File: src/rtl/hazard_stall_controller_pkg.sv
// Shared types and constants for the pipeline hazard/stall sequencer.
// Contents: sequencer state encoding, the "no destination" register code and
// the bubble instruction word. Imported by the controller and hazard_compare.
package hazard_stall_controller_pkg;

  typedef enum logic [1:0] {
    ST_RUN    = 2'd0,
    ST_SQUASH = 2'd1,
    ST_DRAIN  = 2'd2,
    ST_HALTED = 2'd3
  } state_e;

  // Destination code carried by bubbles and non-writing instructions.
  localparam logic [3:0] REG_INVALID = 4'b1111;

  // Encoding of the bubble the latches load when nop/flush is asserted.
  localparam logic [15:0] NOP_INSTR = 16'h0800;

endpackage

File: src/rtl/hazard_stall_controller_if.sv
// Bundle of decode/execute/memory hazard inputs and latch-control outputs of
// hazard_stall_controller.
//   master : pipeline side (drives hazard inputs, receives controls)
//   slave  : the controller
// Optional build macro HAZARD_STALL_STATS_EN adds stallCount/squashCount.
interface hazard_stall_controller_if;

  logic [2:0]  readReg1Sel_d;
  logic        readReg1Used_d;
  logic [2:0]  readReg2Sel_d;
  logic        readReg2Used_d;
  logic        halt_d;
  logic [3:0]  writeRegSel_e;
  logic        regWrite_e;
  logic        memRead_e;
  logic [3:0]  writeRegSel_m;
  logic        regWrite_m;
  logic        redirect_e;
  logic        memStall;

  logic        disablePCWrite;
  logic        disableIFIDWrite;
  logic        disableIDEXWrite;
  logic        nop;
  logic        flushIFID;
  logic        halted;
`ifdef HAZARD_STALL_STATS_EN
  logic [15:0] stallCount;
  logic [15:0] squashCount;
`endif

  modport master (
`ifdef HAZARD_STALL_STATS_EN
    input  stallCount,
    input  squashCount,
`endif
    output readReg1Sel_d,
    output readReg1Used_d,
    output readReg2Sel_d,
    output readReg2Used_d,
    output halt_d,
    output writeRegSel_e,
    output regWrite_e,
    output memRead_e,
    output writeRegSel_m,
    output regWrite_m,
    output redirect_e,
    output memStall,
    input  disablePCWrite,
    input  disableIFIDWrite,
    input  disableIDEXWrite,
    input  nop,
    input  flushIFID,
    input  halted
  );

  modport slave (
`ifdef HAZARD_STALL_STATS_EN
    output stallCount,
    output squashCount,
`endif
    input  readReg1Sel_d,
    input  readReg1Used_d,
    input  readReg2Sel_d,
    input  readReg2Used_d,
    input  halt_d,
    input  writeRegSel_e,
    input  regWrite_e,
    input  memRead_e,
    input  writeRegSel_m,
    input  regWrite_m,
    input  redirect_e,
    input  memStall,
    output disablePCWrite,
    output disableIFIDWrite,
    output disableIDEXWrite,
    output nop,
    output flushIFID,
    output halted
  );

endinterface

File: src/rtl/hazard_compare.sv
// Combinational RAW hazard detector: compares the decode source selects
// against the EX and MEM destinations.
//   FORWARDING=0 : any EX or MEM register writer match stalls.
//   FORWARDING=1 : only a load in EX matching a source stalls (load-use).
// Ports: read_reg{1,2}_{sel,used}_i, write_reg_sel_{e,m}_i, reg_write_{e,m}_i,
//        mem_read_e_i, raw_o.
module hazard_compare
  import hazard_stall_controller_pkg::*;
#(
  parameter int unsigned FORWARDING = 0
) (
  input  logic [2:0] read_reg1_sel_i,
  input  logic       read_reg1_used_i,
  input  logic [2:0] read_reg2_sel_i,
  input  logic       read_reg2_used_i,
  input  logic [3:0] write_reg_sel_e_i,
  input  logic       reg_write_e_i,
  input  logic       mem_read_e_i,
  input  logic [3:0] write_reg_sel_m_i,
  input  logic       reg_write_m_i,
  output logic       raw_o
);

  logic fwd;
  logic valid_e, valid_m;
  logic match_e, match_m;
  logic stall_e, stall_m;

  assign fwd = (FORWARDING != 0);

  // Zero-extended 3-bit selects can never equal REG_INVALID; the explicit
  // check keeps that guarantee if the select width ever grows.
  assign valid_e = (write_reg_sel_e_i != REG_INVALID);
  assign valid_m = (write_reg_sel_m_i != REG_INVALID);

  always_comb begin
    match_e = valid_e &
              ((read_reg1_used_i & ({1'b0, read_reg1_sel_i} == write_reg_sel_e_i)) |
               (read_reg2_used_i & ({1'b0, read_reg2_sel_i} == write_reg_sel_e_i)));
    match_m = valid_m &
              ((read_reg1_used_i & ({1'b0, read_reg1_sel_i} == write_reg_sel_m_i)) |
               (read_reg2_used_i & ({1'b0, read_reg2_sel_i} == write_reg_sel_m_i)));
    // With forwarding only a load in EX cannot be bypassed; MEM always can.
    stall_e = match_e & reg_write_e_i & (mem_read_e_i | ~fwd);
    stall_m = match_m & reg_write_m_i & ~fwd;
    raw_o   = stall_e | stall_m;
  end

endmodule

File: src/rtl/hazard_stall_controller.sv
// Central pipeline sequencer for the 5-stage core. Drives the PC, IF/ID and
// ID/EX latch write-enables and bubble controls: stalls on RAW hazards,
// squashes after taken redirects, freezes on data-memory stalls and drains
// the pipe on HALT.
// Ports: clk, rst (async, active-low), bus (hazard_stall_controller_if.slave).
// Parameters: FORWARDING, DRAIN_CYCLES, REDIRECT_SQUASH.
// Optional build macro HAZARD_STALL_STATS_EN adds saturating 16-bit
// stallCount / squashCount outputs.
module hazard_stall_controller
  import hazard_stall_controller_pkg::*;
#(
  parameter int unsigned FORWARDING      = 0,
  parameter int unsigned DRAIN_CYCLES    = 3,
  parameter int unsigned REDIRECT_SQUASH = 2
) (
  input  logic                      clk,
  input  logic                      rst,
  hazard_stall_controller_if.slave  bus
);

  // Counters hold "remaining cycles after this one", so load N-1 on entry.
  localparam logic [1:0] SqReload = 2'(REDIRECT_SQUASH - 1);
  localparam logic [1:0] DrReload = 2'(DRAIN_CYCLES - 1);

  state_e     state_q, state_d;
  logic [1:0] sq_cnt_q, sq_cnt_d;
  logic [1:0] dr_cnt_q, dr_cnt_d;

  logic raw;
  logic raw_stall;
  logic dis_pc, dis_ifid, dis_idex, nop_int, flush_int;

  hazard_compare #(
    .FORWARDING (FORWARDING)
  ) u_hazard_compare (
    .read_reg1_sel_i   (bus.readReg1Sel_d),
    .read_reg1_used_i  (bus.readReg1Used_d),
    .read_reg2_sel_i   (bus.readReg2Sel_d),
    .read_reg2_used_i  (bus.readReg2Used_d),
    .write_reg_sel_e_i (bus.writeRegSel_e),
    .reg_write_e_i     (bus.regWrite_e),
    .mem_read_e_i      (bus.memRead_e),
    .write_reg_sel_m_i (bus.writeRegSel_m),
    .reg_write_m_i     (bus.regWrite_m),
    .raw_o             (raw)
  );

  always_comb begin
    state_d   = state_q;
    sq_cnt_d  = sq_cnt_q;
    dr_cnt_d  = dr_cnt_q;
    dis_pc    = 1'b0;
    dis_ifid  = 1'b0;
    dis_idex  = 1'b0;
    nop_int   = 1'b0;
    flush_int = 1'b0;
    raw_stall = 1'b0;

    if (state_q == ST_HALTED) begin
      // Terminal: ignores memStall and redirects, only reset leaves.
      dis_pc   = 1'b1;
      dis_ifid = 1'b1;
      dis_idex = 1'b1;
      nop_int  = 1'b1;
    end else if (bus.memStall) begin
      dis_pc   = 1'b1;
      dis_ifid = 1'b1;
      dis_idex = 1'b1;
    end else if (bus.redirect_e) begin
      // PC stays writable so the redirect target loads this cycle. Any drain
      // in progress belonged to a wrong-path HALT and is abandoned.
      flush_int = 1'b1;
      nop_int   = 1'b1;
      state_d   = ST_SQUASH;
      sq_cnt_d  = SqReload;
      dr_cnt_d  = 2'd0;
    end else begin
      unique case (state_q)
        ST_SQUASH: begin
          flush_int = 1'b1;
          nop_int   = 1'b1;
          if (sq_cnt_q == 2'd0) begin
            state_d = ST_RUN;
          end else begin
            sq_cnt_d = sq_cnt_q - 2'd1;
          end
        end
        ST_DRAIN: begin
          dis_pc   = 1'b1;
          dis_ifid = 1'b1;
          nop_int  = 1'b1;
          if (dr_cnt_q == 2'd0) begin
            state_d = ST_HALTED;
          end else begin
            dr_cnt_d = dr_cnt_q - 2'd1;
          end
        end
        ST_RUN: begin
          if (raw) begin
            dis_pc    = 1'b1;
            dis_ifid  = 1'b1;
            nop_int   = 1'b1;
            raw_stall = 1'b1;
          end else if (bus.halt_d) begin
            // HALT itself proceeds into ID/EX; fetch is frozen behind it.
            dis_pc   = 1'b1;
            dis_ifid = 1'b1;
            state_d  = ST_DRAIN;
            dr_cnt_d = DrReload;
          end
        end
        default: ;
      endcase
    end
  end

  always_ff @(posedge clk or negedge rst) begin
    if (!rst) begin
      state_q  <= ST_RUN;
      sq_cnt_q <= 2'd0;
      dr_cnt_q <= 2'd0;
    end else begin
      state_q  <= state_d;
      sq_cnt_q <= sq_cnt_d;
      dr_cnt_q <= dr_cnt_d;
    end
  end

  // Controls are forced low for the whole time reset is held.
  assign bus.disablePCWrite   = rst & dis_pc;
  assign bus.disableIFIDWrite = rst & dis_ifid;
  assign bus.disableIDEXWrite = rst & dis_idex;
  assign bus.nop              = rst & nop_int;
  assign bus.flushIFID        = rst & flush_int;
  assign bus.halted           = rst & (state_q == ST_HALTED);

`ifdef HAZARD_STALL_STATS_EN
  logic [15:0] stall_count_q, stall_count_d;
  logic [15:0] squash_count_q, squash_count_d;

  // raw_stall and flush_int are already low during memStall and HALTED.
  always_comb begin
    stall_count_d  = stall_count_q;
    squash_count_d = squash_count_q;
    if (raw_stall && (stall_count_q != 16'hFFFF)) begin
      stall_count_d = stall_count_q + 16'd1;
    end
    if (flush_int && (squash_count_q != 16'hFFFF)) begin
      squash_count_d = squash_count_q + 16'd1;
    end
  end

  always_ff @(posedge clk or negedge rst) begin
    if (!rst) begin
      stall_count_q  <= 16'd0;
      squash_count_q <= 16'd0;
    end else begin
      stall_count_q  <= stall_count_d;
      squash_count_q <= squash_count_d;
    end
  end

  assign bus.stallCount  = stall_count_q;
  assign bus.squashCount = squash_count_q;
`endif

endmodule

File: src/flat_wrapper.sv
// flat-port wrapper written by rule: the top's interface ports become plain ports
module hazard_stall_controller_flat import hazard_stall_controller_pkg::*;
#(
  parameter int unsigned FORWARDING      = 0,
  parameter int unsigned DRAIN_CYCLES    = 3,
  parameter int unsigned REDIRECT_SQUASH = 2
)
  (clk, rst, bus_readReg1Sel_d, bus_readReg1Used_d, bus_readReg2Sel_d, bus_readReg2Used_d, bus_halt_d, bus_writeRegSel_e, bus_regWrite_e, bus_memRead_e, bus_writeRegSel_m, bus_regWrite_m, bus_redirect_e, bus_memStall, bus_disablePCWrite, bus_disableIFIDWrite, bus_disableIDEXWrite, bus_nop, bus_flushIFID, bus_halted);
  hazard_stall_controller_if bus_i ();
  input  logic clk;
  input  logic rst;
  input wire logic [$bits(bus_i.readReg1Sel_d)-1:0] bus_readReg1Sel_d;
  input wire logic [$bits(bus_i.readReg1Used_d)-1:0] bus_readReg1Used_d;
  input wire logic [$bits(bus_i.readReg2Sel_d)-1:0] bus_readReg2Sel_d;
  input wire logic [$bits(bus_i.readReg2Used_d)-1:0] bus_readReg2Used_d;
  input wire logic [$bits(bus_i.halt_d)-1:0] bus_halt_d;
  input wire logic [$bits(bus_i.writeRegSel_e)-1:0] bus_writeRegSel_e;
  input wire logic [$bits(bus_i.regWrite_e)-1:0] bus_regWrite_e;
  input wire logic [$bits(bus_i.memRead_e)-1:0] bus_memRead_e;
  input wire logic [$bits(bus_i.writeRegSel_m)-1:0] bus_writeRegSel_m;
  input wire logic [$bits(bus_i.regWrite_m)-1:0] bus_regWrite_m;
  input wire logic [$bits(bus_i.redirect_e)-1:0] bus_redirect_e;
  input wire logic [$bits(bus_i.memStall)-1:0] bus_memStall;
  output wire logic [$bits(bus_i.disablePCWrite)-1:0] bus_disablePCWrite;
  output wire logic [$bits(bus_i.disableIFIDWrite)-1:0] bus_disableIFIDWrite;
  output wire logic [$bits(bus_i.disableIDEXWrite)-1:0] bus_disableIDEXWrite;
  output wire logic [$bits(bus_i.nop)-1:0] bus_nop;
  output wire logic [$bits(bus_i.flushIFID)-1:0] bus_flushIFID;
  output wire logic [$bits(bus_i.halted)-1:0] bus_halted;
  assign bus_i.readReg1Sel_d = bus_readReg1Sel_d;
  assign bus_i.readReg1Used_d = bus_readReg1Used_d;
  assign bus_i.readReg2Sel_d = bus_readReg2Sel_d;
  assign bus_i.readReg2Used_d = bus_readReg2Used_d;
  assign bus_i.halt_d = bus_halt_d;
  assign bus_i.writeRegSel_e = bus_writeRegSel_e;
  assign bus_i.regWrite_e = bus_regWrite_e;
  assign bus_i.memRead_e = bus_memRead_e;
  assign bus_i.writeRegSel_m = bus_writeRegSel_m;
  assign bus_i.regWrite_m = bus_regWrite_m;
  assign bus_i.redirect_e = bus_redirect_e;
  assign bus_i.memStall = bus_memStall;
  assign bus_disablePCWrite = bus_i.disablePCWrite;
  assign bus_disableIFIDWrite = bus_i.disableIFIDWrite;
  assign bus_disableIDEXWrite = bus_i.disableIDEXWrite;
  assign bus_nop = bus_i.nop;
  assign bus_flushIFID = bus_i.flushIFID;
  assign bus_halted = bus_i.halted;
  hazard_stall_controller #(.FORWARDING(FORWARDING), .DRAIN_CYCLES(DRAIN_CYCLES), .REDIRECT_SQUASH(REDIRECT_SQUASH)) u_core (.clk(clk), .rst(rst), .bus(bus_i));
endmodule
File: config.mk
export PLATFORM = sky130hd
export DESIGN_NAME = hazard_stall_controller_flat
export DESIGN_NICKNAME = d
export VERILOG_FILES = /design/src/rtl/hazard_stall_controller_pkg.sv /design/src/rtl/hazard_stall_controller_if.sv /design/src/rtl/hazard_compare.sv /design/src/rtl/hazard_stall_controller.sv /design/src/flat_wrapper.sv
export SDC_FILE = /design/constraint.sdc
export NUM_CORES = 1
export LEC_CHECK = 0
export CORE_MARGIN = 3
export CORE_UTILIZATION = 40
export CTS_CLUSTER_DIAMETER = 200
export DETAILED_ROUTE_END_ITERATION = 7
export MAX_ROUTING_LAYER = met4
export PLACE_DENSITY = 0.76
export REMOVE_ABC_BUFFERS = 1
export SYNTH_ARGS = -nofsm -noshare
export SYNTH_HDL_FRONTEND = slang
export SYNTH_HIERARCHICAL = 1
export SYNTH_SLANG_ARGS = --single-unit
File: constraint.sdc
create_clock -name clk -period 1.92 [get_ports clk]
set_input_delay 0.384 -clock clk [delete_from_list [all_inputs] [get_ports clk]]
set_output_delay 0.384 -clock clk [all_outputs]
set_load 0.02 [all_outputs]
==> flow_summary_export.csv, run 1 <==
group,metric,value,unit
run_status,status,"finished with violations",
run_status,violations,"setup timing",
cts,clkSlewWorstSetupHoldPaths,0.05,ns
global_route,busiest_layer,"met2",
sta,slew_headroom,77.3,%
drt,wl,2.02,mm
worst_setup_path,start_kind,"input pin",
synthesis,seq_area_frac_synth,20.4,%
synthesis,synth-seq-cells,6,
drt,postRouteAntennaNets,0,
placed_design,gp_congestion,0.793,
drt,drc,0,
hold_path,worstHoldEndpoint,"u_core/sq_cnt_q[1]",
sta,final_max_slew_viol_count,0,
worst_setup_path,path_delay_family,"compound AO/OA/AOI/OAI gates",
finish,layout.cells.non_filler,151,
power,powerDensity,924,mW/mm^2
placed_design,place_inst,148,
cts,htreeDepth,1,
worst_setup_path,reg2reg_setup_slack,0,ns
sta,finalSetupViolCount,4,
sta,finalCritPeriodShare,104,%
die,rows,14,
drt,avgRoutedWirePerCell,13.4,um
synthesis,synthCells,82,
sta,skew,0.00415,ns
cts,numCtsBuffers,3,
cts,cts_tree,"done",
hold_path,worstHoldPathType,"flop to flop",
worst_setup_path,cpPeakStageDelay,0.18,ns
worst_setup_path,crit_path_cell_trace,"buf_8 > xnor2_4 > nand4_1 > a21oi_2 > a31o_1 > o21ai_1 > a21oi_1 > o21a_1 > buf_6",
worst_setup_path,cp_data_arrival_time,1.61,ns
worst_setup_path,critPathBufInv,2,
worst_setup_path,r2r_start,"u_core/state_q[1]",
cts,cts_setup_buffers,0,
global_route,gr-total-overflow,0,
worst_setup_path,rr_endpoint,"u_core/dr_cnt_q[0]",
sta,fmax,500,MHz
finish,layout_commonest_cell,"buf_4",
finish,nets,161,
cts,cts.sinks,6,
global_route,grt_usage,18.9,%
global_route,grt_max_degree,8,
hold_path,whs_path_depth,2,
power,fin_total_pwr,1220,uW
hold_path,worstHoldStart,"u_core/sq_cnt_q[1]",
synthesis,synth.distinct_cells,31,
synthesis,synth_top_family_by_area,"compound AO/OA/AOI/OAI gates",
synthesis,synthSimpleGateAreaFrac,18.2,%
synthesis,synth_area,737,um^2
worst_setup_path,critical_path_class,"input pin to primary output",
global_route,grt_pass1_wl,3.44,mm
cts,cts.path.max_buffers,2,
synthesis,yosysWarningCount,6,
die,die-area,0.00239,mm^2
die,initial_core_util,45.7,%
global_route,grt.met3_usage,6.42,%
finish,area_growth_syn_to_layout,78.4,%
die,core-area,0.00161,mm^2
sta,fin_setup_tns,-0.180,ns
power,ir_drop,0.000831,V
cts,cts_root_buf,"clkbuf_4",
synthesis,synthAdderAreaFrac,13.6,%
sta,fin_ws,-0.0783,ns
die,die_h,48.9,um
worst_setup_path,setup.worst_path.end_class,"primary output",
drt,via_count,761,
sta,hold_viol_final,0,
synthesis,synth_xor_area_share,14.3,%
finish,antennaDiodeCount,0,
drt,drt_pass1_iterations,4,
sta,worst_pin_slew,0.337,ns
global_route,met1_usage,26.6,%
power,leakagePower,0.000613,uW
global_route,use_met2,26.9,%
cts,cts_hold_buf,0,
global_route,antenna_found_initial,0,
synthesis,avgSynthCellArea,8.99,um^2
drt,drt-initial-drc-count,18,
sta,min_period,2.00,ns
cts,clock_latency,0.25,ns
placed_design,hpwl,1.60,mm
finish,final_cell_mix,"buf_4 (16), buf_6 (13), inv_1 (9), xnor2_2 (9), ha_1 (7)",
finish,drive_gt1_share,48.8,%
placed_design,io_buffers,28,
synthesis,synthMuxAreaShare,2.89,%
sta,grt_setup_unrepaired,"true",
die,dieWidth,48.9,um
die,io_pins,30,
drt,via_per_inst,5.04,
worst_setup_path,path_max_fanout,3,
synthesis,synth-compound-area-share,22.4,%
worst_setup_path,cp_slowest_cell,"o21a_1",
global_route,grt_pass1_vias,736,
worst_setup_path,critical_path_required,1.54,ns
run,max_cap_violations,0,
worst_setup_path,r2r_cells,7,
worst min-delay path: cells and delay by family (launching register included):
kind / cells / cell delay (ns)
AO/OA/AOI/OAI: 1 / 0.05
AND/OR/NAND/NOR: 1 / 0.06
flip-flops: 1 / 0.34
power breakdown:
group	total (uW)	switching, uW	leakage, uW	internal, uW
clock network	125	53.9	0.0000138	71.3
registers	213	30.1	0.0000739	183
logic	877	416	0.000526	461
total	1220	500	0.000613	715
per-stage QoR:
| stage | instance area, um^2 | hold WS, ns | utilization, % | setup WS, ns |
|---|---|---|---|---|
| after floorplan | 713 | 0.0884 | - | 0.0518 |
| after global placement | 1150 | 0.456 | 71.4 | -0.879 |
| after detailed placement | 1150 | 0.473 | 71.4 | -0.915 |
| after CTS | 1250 | 0.484 | 77.5 | -0.0668 |
| after global routing | 1320 | 0.535 | 81.6 | -0.182 |
| final | 1320 | 0.490 | 81.6 | -0.0783 |
cells by family after synthesis:
logic type,Yosys count
AOI/OAI and AO/OA,19
xor gates and xnor gates,12
adders and majority gates,8
buffers and inverters,13
DFF,6
muxes,2
and+or+nand+nor,22
repair_timing:
action                     4_1_cts  5_1_grt
pin swaps                       23        4
gates cloned                     0        0
gates resized for setup        115       16
setup endpoints to repair       10       10
final cells by class:
cell class | count | area (um^2)
clock buffers | 3 | 22.5
inverters | 10 | 37.5
multi-input cells | 63 | 653
flip-flops and latches | 6 | 150
repair buffers | 45 | 422
fillers | 99 | 297
well taps | 24 | 30.0
state kept, by name (all words and copies together), names as in the netlist:
signal / flops
u_core/state_q: 2
u_core/dr_cnt_q: 2
u_core/sq_cnt_q: 2
metal layers:
layer	up-vias	wire, um
li1	381	-
met1	351	928
met2	29	931
met3	0	162
met4	0	0
met5	-	0
cells in the mapped netlist:
cell type  count  area, um^2
mux2i_1        1        10.0
buf_4          1        7.51
a211oi_1       1        7.51
dfrtp_1        6         150
o311ai_2       1        16.3
a31o_1         1        8.76
a21oi_1        2        10.0
ha_1           8         100
o21a_1         2        15.0
o41ai_1        1        8.76
mux2_1         1        11.3
inv_2          1        3.75
or2_1          1        6.26
inv_1          9        33.8
buf_6          1        11.3
xnor2_1       12         105
nand2_1        3        11.3
nor4b_2        2        30.0
a311oi_1       1        8.76
and2_1         2        12.5
o31ai_1        1        7.51
a31oi_4        1        21.3
nor2_1         5        18.8
nand4_1        4        25.0
buf_2          1        5.00
o21ai_0        5        25.0
nor3_1         1        5.00
nand2b_1       4        25.0
a21boi_4       1        18.8
a21o_1         1        7.51
a311o_1        1        10.0
worst max path at each step:
stage | startpoint | endpoint | slack [ns] | cells after the start
after global routing | bus_writeRegSel_m[1] | bus_disableIFIDWrite | -0.18 | 9
after floorplan | bus_readReg2Sel_d[1] | u_core/dr_cnt_q[0] | 0.05 | 8
after detailed placement | bus_readReg2Sel_d[0] | bus_disableIFIDWrite | -0.91 | 9
after global placement | bus_writeRegSel_m[0] | bus_disablePCWrite | -0.88 | 9
after CTS | bus_writeRegSel_m[2] | bus_disableIFIDWrite | -0.07 | 9
final | bus_writeRegSel_m[0] | bus_disableIFIDWrite | -0.08 | 9
(Power assumes the default switching activity.)
==> run 2: changes to the inputs <==
--- a/config.mk
+++ b/config.mk
@@ -6,5 +6,5 @@
 export NUM_CORES = 1
 export LEC_CHECK = 0
-export CORE_MARGIN = 3
+export CORE_MARGIN = 4
 export CORE_UTILIZATION = 40
 export CTS_CLUSTER_DIAMETER = 200
@@ -13,4 +13,5 @@
 export PLACE_DENSITY = 0.76
 export REMOVE_ABC_BUFFERS = 1
+export SKIP_CTS_REPAIR_TIMING = 1
 export SYNTH_ARGS = -nofsm -noshare
 export SYNTH_HDL_FRONTEND = slang
==> constraint.sdc (replaced) <==
create_clock -name clk -period 1.92 [get_ports clk]
set_input_delay 0.288 -clock clk [delete_from_list [all_inputs] [get_ports clk]]
set_output_delay 0.288 -clock clk [all_outputs]
set_load 0.02 [all_outputs]
==> run 2 against run 1 <==
Against the previous run: the run now ends clean; clock skew down 0.0024 ns; combinational power down 14%; cell area down 9.8%; critical endpoint is now bus_disablePCWrite; routed wire length down 1.9%; via count down 2.2%; global-route usage down 3.3 points; power down 10%; worst setup slack better by 0.097 ns; non-clock buffer count down 3; cell count down 1.3%.
==> flow_summary_export.csv, run 2 (synthesis results as in run 1) <==
group,metric,value,unit
die,core-area,0.00175,mm^2
cts,numCtsBuffers,3,
power,ir_drop,0.000429,V
sta,hold_viol_final,0,
drt,postRouteAntennaNets,0,
die,initial_core_util,42.2,%
worst_setup_path,path_max_fanout,3,
power,leakagePower,0.000652,uW
global_route,grt_usage,15.5,%
finish,fillers,159,
worst_setup_path,cp_slowest_cell,"o21a_1",
global_route,grt_pass1_wl,2.97,mm
run_status,status,"completed",
cts,cts_tree,"done",
placed_design,post-place-ws,-0.748,ns
sta,fin_ws,0.0187,ns
drt,drc,0,
sta,finalSetupViolCount,0,
sta,final_max_slew_viol_count,0,
global_route,antenna_found_initial,0,
run,max_cap_violations,0,
placed_design,gp_congestion,0.889,
worst_setup_path,r2r_cells,6,
cts,clkSlewWorstSetupHoldPaths,0.05,ns
sta,fin_hold_ws,0.458,ns
finish,drive_gt1_share,29.0,%
worst_setup_path,cp_data_arrival_time,1.61,ns
placed_design,io_buffers,28,
sta,skew,0.00174,ns
worst_setup_path,cpPeakStageDelay,0.19,ns
drt,via_per_inst,4.99,
finish,final_cell_mix,"dlymetal6s2s_1 (15), buf_4 (14), xnor2_1 (12)",
sta,slew_headroom,70.3,%
cts,cts.sinks,6,
sta,min_period,1.90,ns
finish,area_growth_syn_to_layout,61.0,%
drt,drt_pass1_iterations,4,
die,die_h,50.9,um
finish,top_regs,"u_core/dr_cnt_q: 2 flops, u_core/sq_cnt_q: 2 flops, u_core/state_q: 2 flops",
sta,fmax,526,MHz
global_route,gr-total-overflow,0,
cts,clock_latency,0.24,ns
die,die-area,0.00259,mm^2
worst_setup_path,start_kind,"input pin",
drt,wl,1.98,mm
finish,antennaDiodeCount,0,
die,io_pins,30,
worst_setup_path,critical_path_class,"input pin to primary output",
sta,worst_pin_slew,0.445,ns
global_route,grt_pass1_vias,714,
worst_setup_path,setup.worst_path.end_class,"primary output",
die,dieWidth,50.9,um
cts,htreeDepth,1,
placed_design,hpwl,1.66,mm
worst_setup_path,critical_path_required,1.63,ns
global_route,grt_max_degree,7,
hold_path,worstHoldPathType,"input pin to async pin",
cts,cts_root_buf,"clkbuf_4",
finish,nets,158,
drt,drt-initial-drc-count,5,
finish,fin_util,68.0,%
drt,via_count,744,
worst_setup_path,crit_path_cell_trace,"dlymetal6s2s_1 > xnor2_1 > nand4_1 > a21oi_2 > a31o_1 > o21ai_1 > a21oi_1 > o21a_1 > buf_6",
die,rows,15,
sta,finalCritPeriodShare,99.0,%
cts,cts.path.max_buffers,2,
finish,layout_commonest_cell,"dlymetal6s2s_1",
drt,avgRoutedWirePerCell,13.3,um
sta,grt_setup_unrepaired,"true",
power,powerDensity,920,mW/mm^2
==> run 2: cell count changes in the layout (fill, tap and decap cells not counted), sizes merged <==
| cell | previous run | this run |
|---|---|---|
| buf | 34 | 17 |
| clkdlybuf4s50 | 4 | 6 |
| dlygate4sd2 | 4 | 0 |
| clkbuf | 4 | 7 |
| dlymetal6s2s | 0 | 15 |
| clkdlybuf4s15 | 2 | 0 |
==> run 2: report_power, final <==
| group | switching (uW) | total (uW) | internal (uW) |
|---|---|---|---|
| registers | 36.2 | 220 | 183 |
| clock network | 48.4 | 119 | 70.9 |
| logic | 370 | 752 | 382 |
==> run 2: final timing paths <==
check	slack, ns	startpoint	end
max	0.02	bus_writeRegSel_m[2]	bus_disablePCWrite
min	0.46	rst	u_core/sq_cnt_q[1]
max reg2reg	0.07	u_core/state_q[0]	u_core/dr_cnt_q[0]
min reg2reg	0.48	u_core/sq_cnt_q[1]	u_core/sq_cnt_q[1]
max in group asynchronous	1.34	rst	u_core/dr_cnt_q[0]
min in group clk	0.48	u_core/sq_cnt_q[1]	u_core/sq_cnt_q[1]
==> run 2: cell type report <==
cell class	instances	area [um^2]	area share, %
timing repair buffer	42	400	33.8
multi-input combinational	63	544	45.9
tap	25	31.3	2.64
clock buffer	3	22.5	1.90
sequential	6	150	12.7
inverter	10	37.5	3.16
==> run 2: layer usage <==
metal | vias up | share of wire (%) | track usage (%)
met5 | - | 0 | -
met4 | 0 | 0.81 | 4.04
met3 | 2 | 6.3 | 4.37
met2 | 29 | 55 | 29.8
met1 | 346 | 38 | 15.0
li1 | 367 | - | -
==> run 2: through the flow <==
stage | area, um^2 | cells | TNS (ns) | power, uW
detailed placement | 1130 | 146 | -4.08 | 963
global route | 1190 | 149 | -0.141 | 1180
floorplan | 713 | 79 | 0 | 645
global placement | 1130 | 146 | -3.63 | 926
finish | 1190 | 149 | 0 | 1090
CTS | 1150 | 149 | -3.43 | 1090
==> run 2: critical path: cells and delay by family <==
| kind | cells | cell delay, ns |
|---|---|---|
| compound gates | 5 | 0.73 |
| xor+xnor | 1 | 0.18 |
| buf+inv | 2 | 0.28 |
| simple gates | 1 | 0.13 |
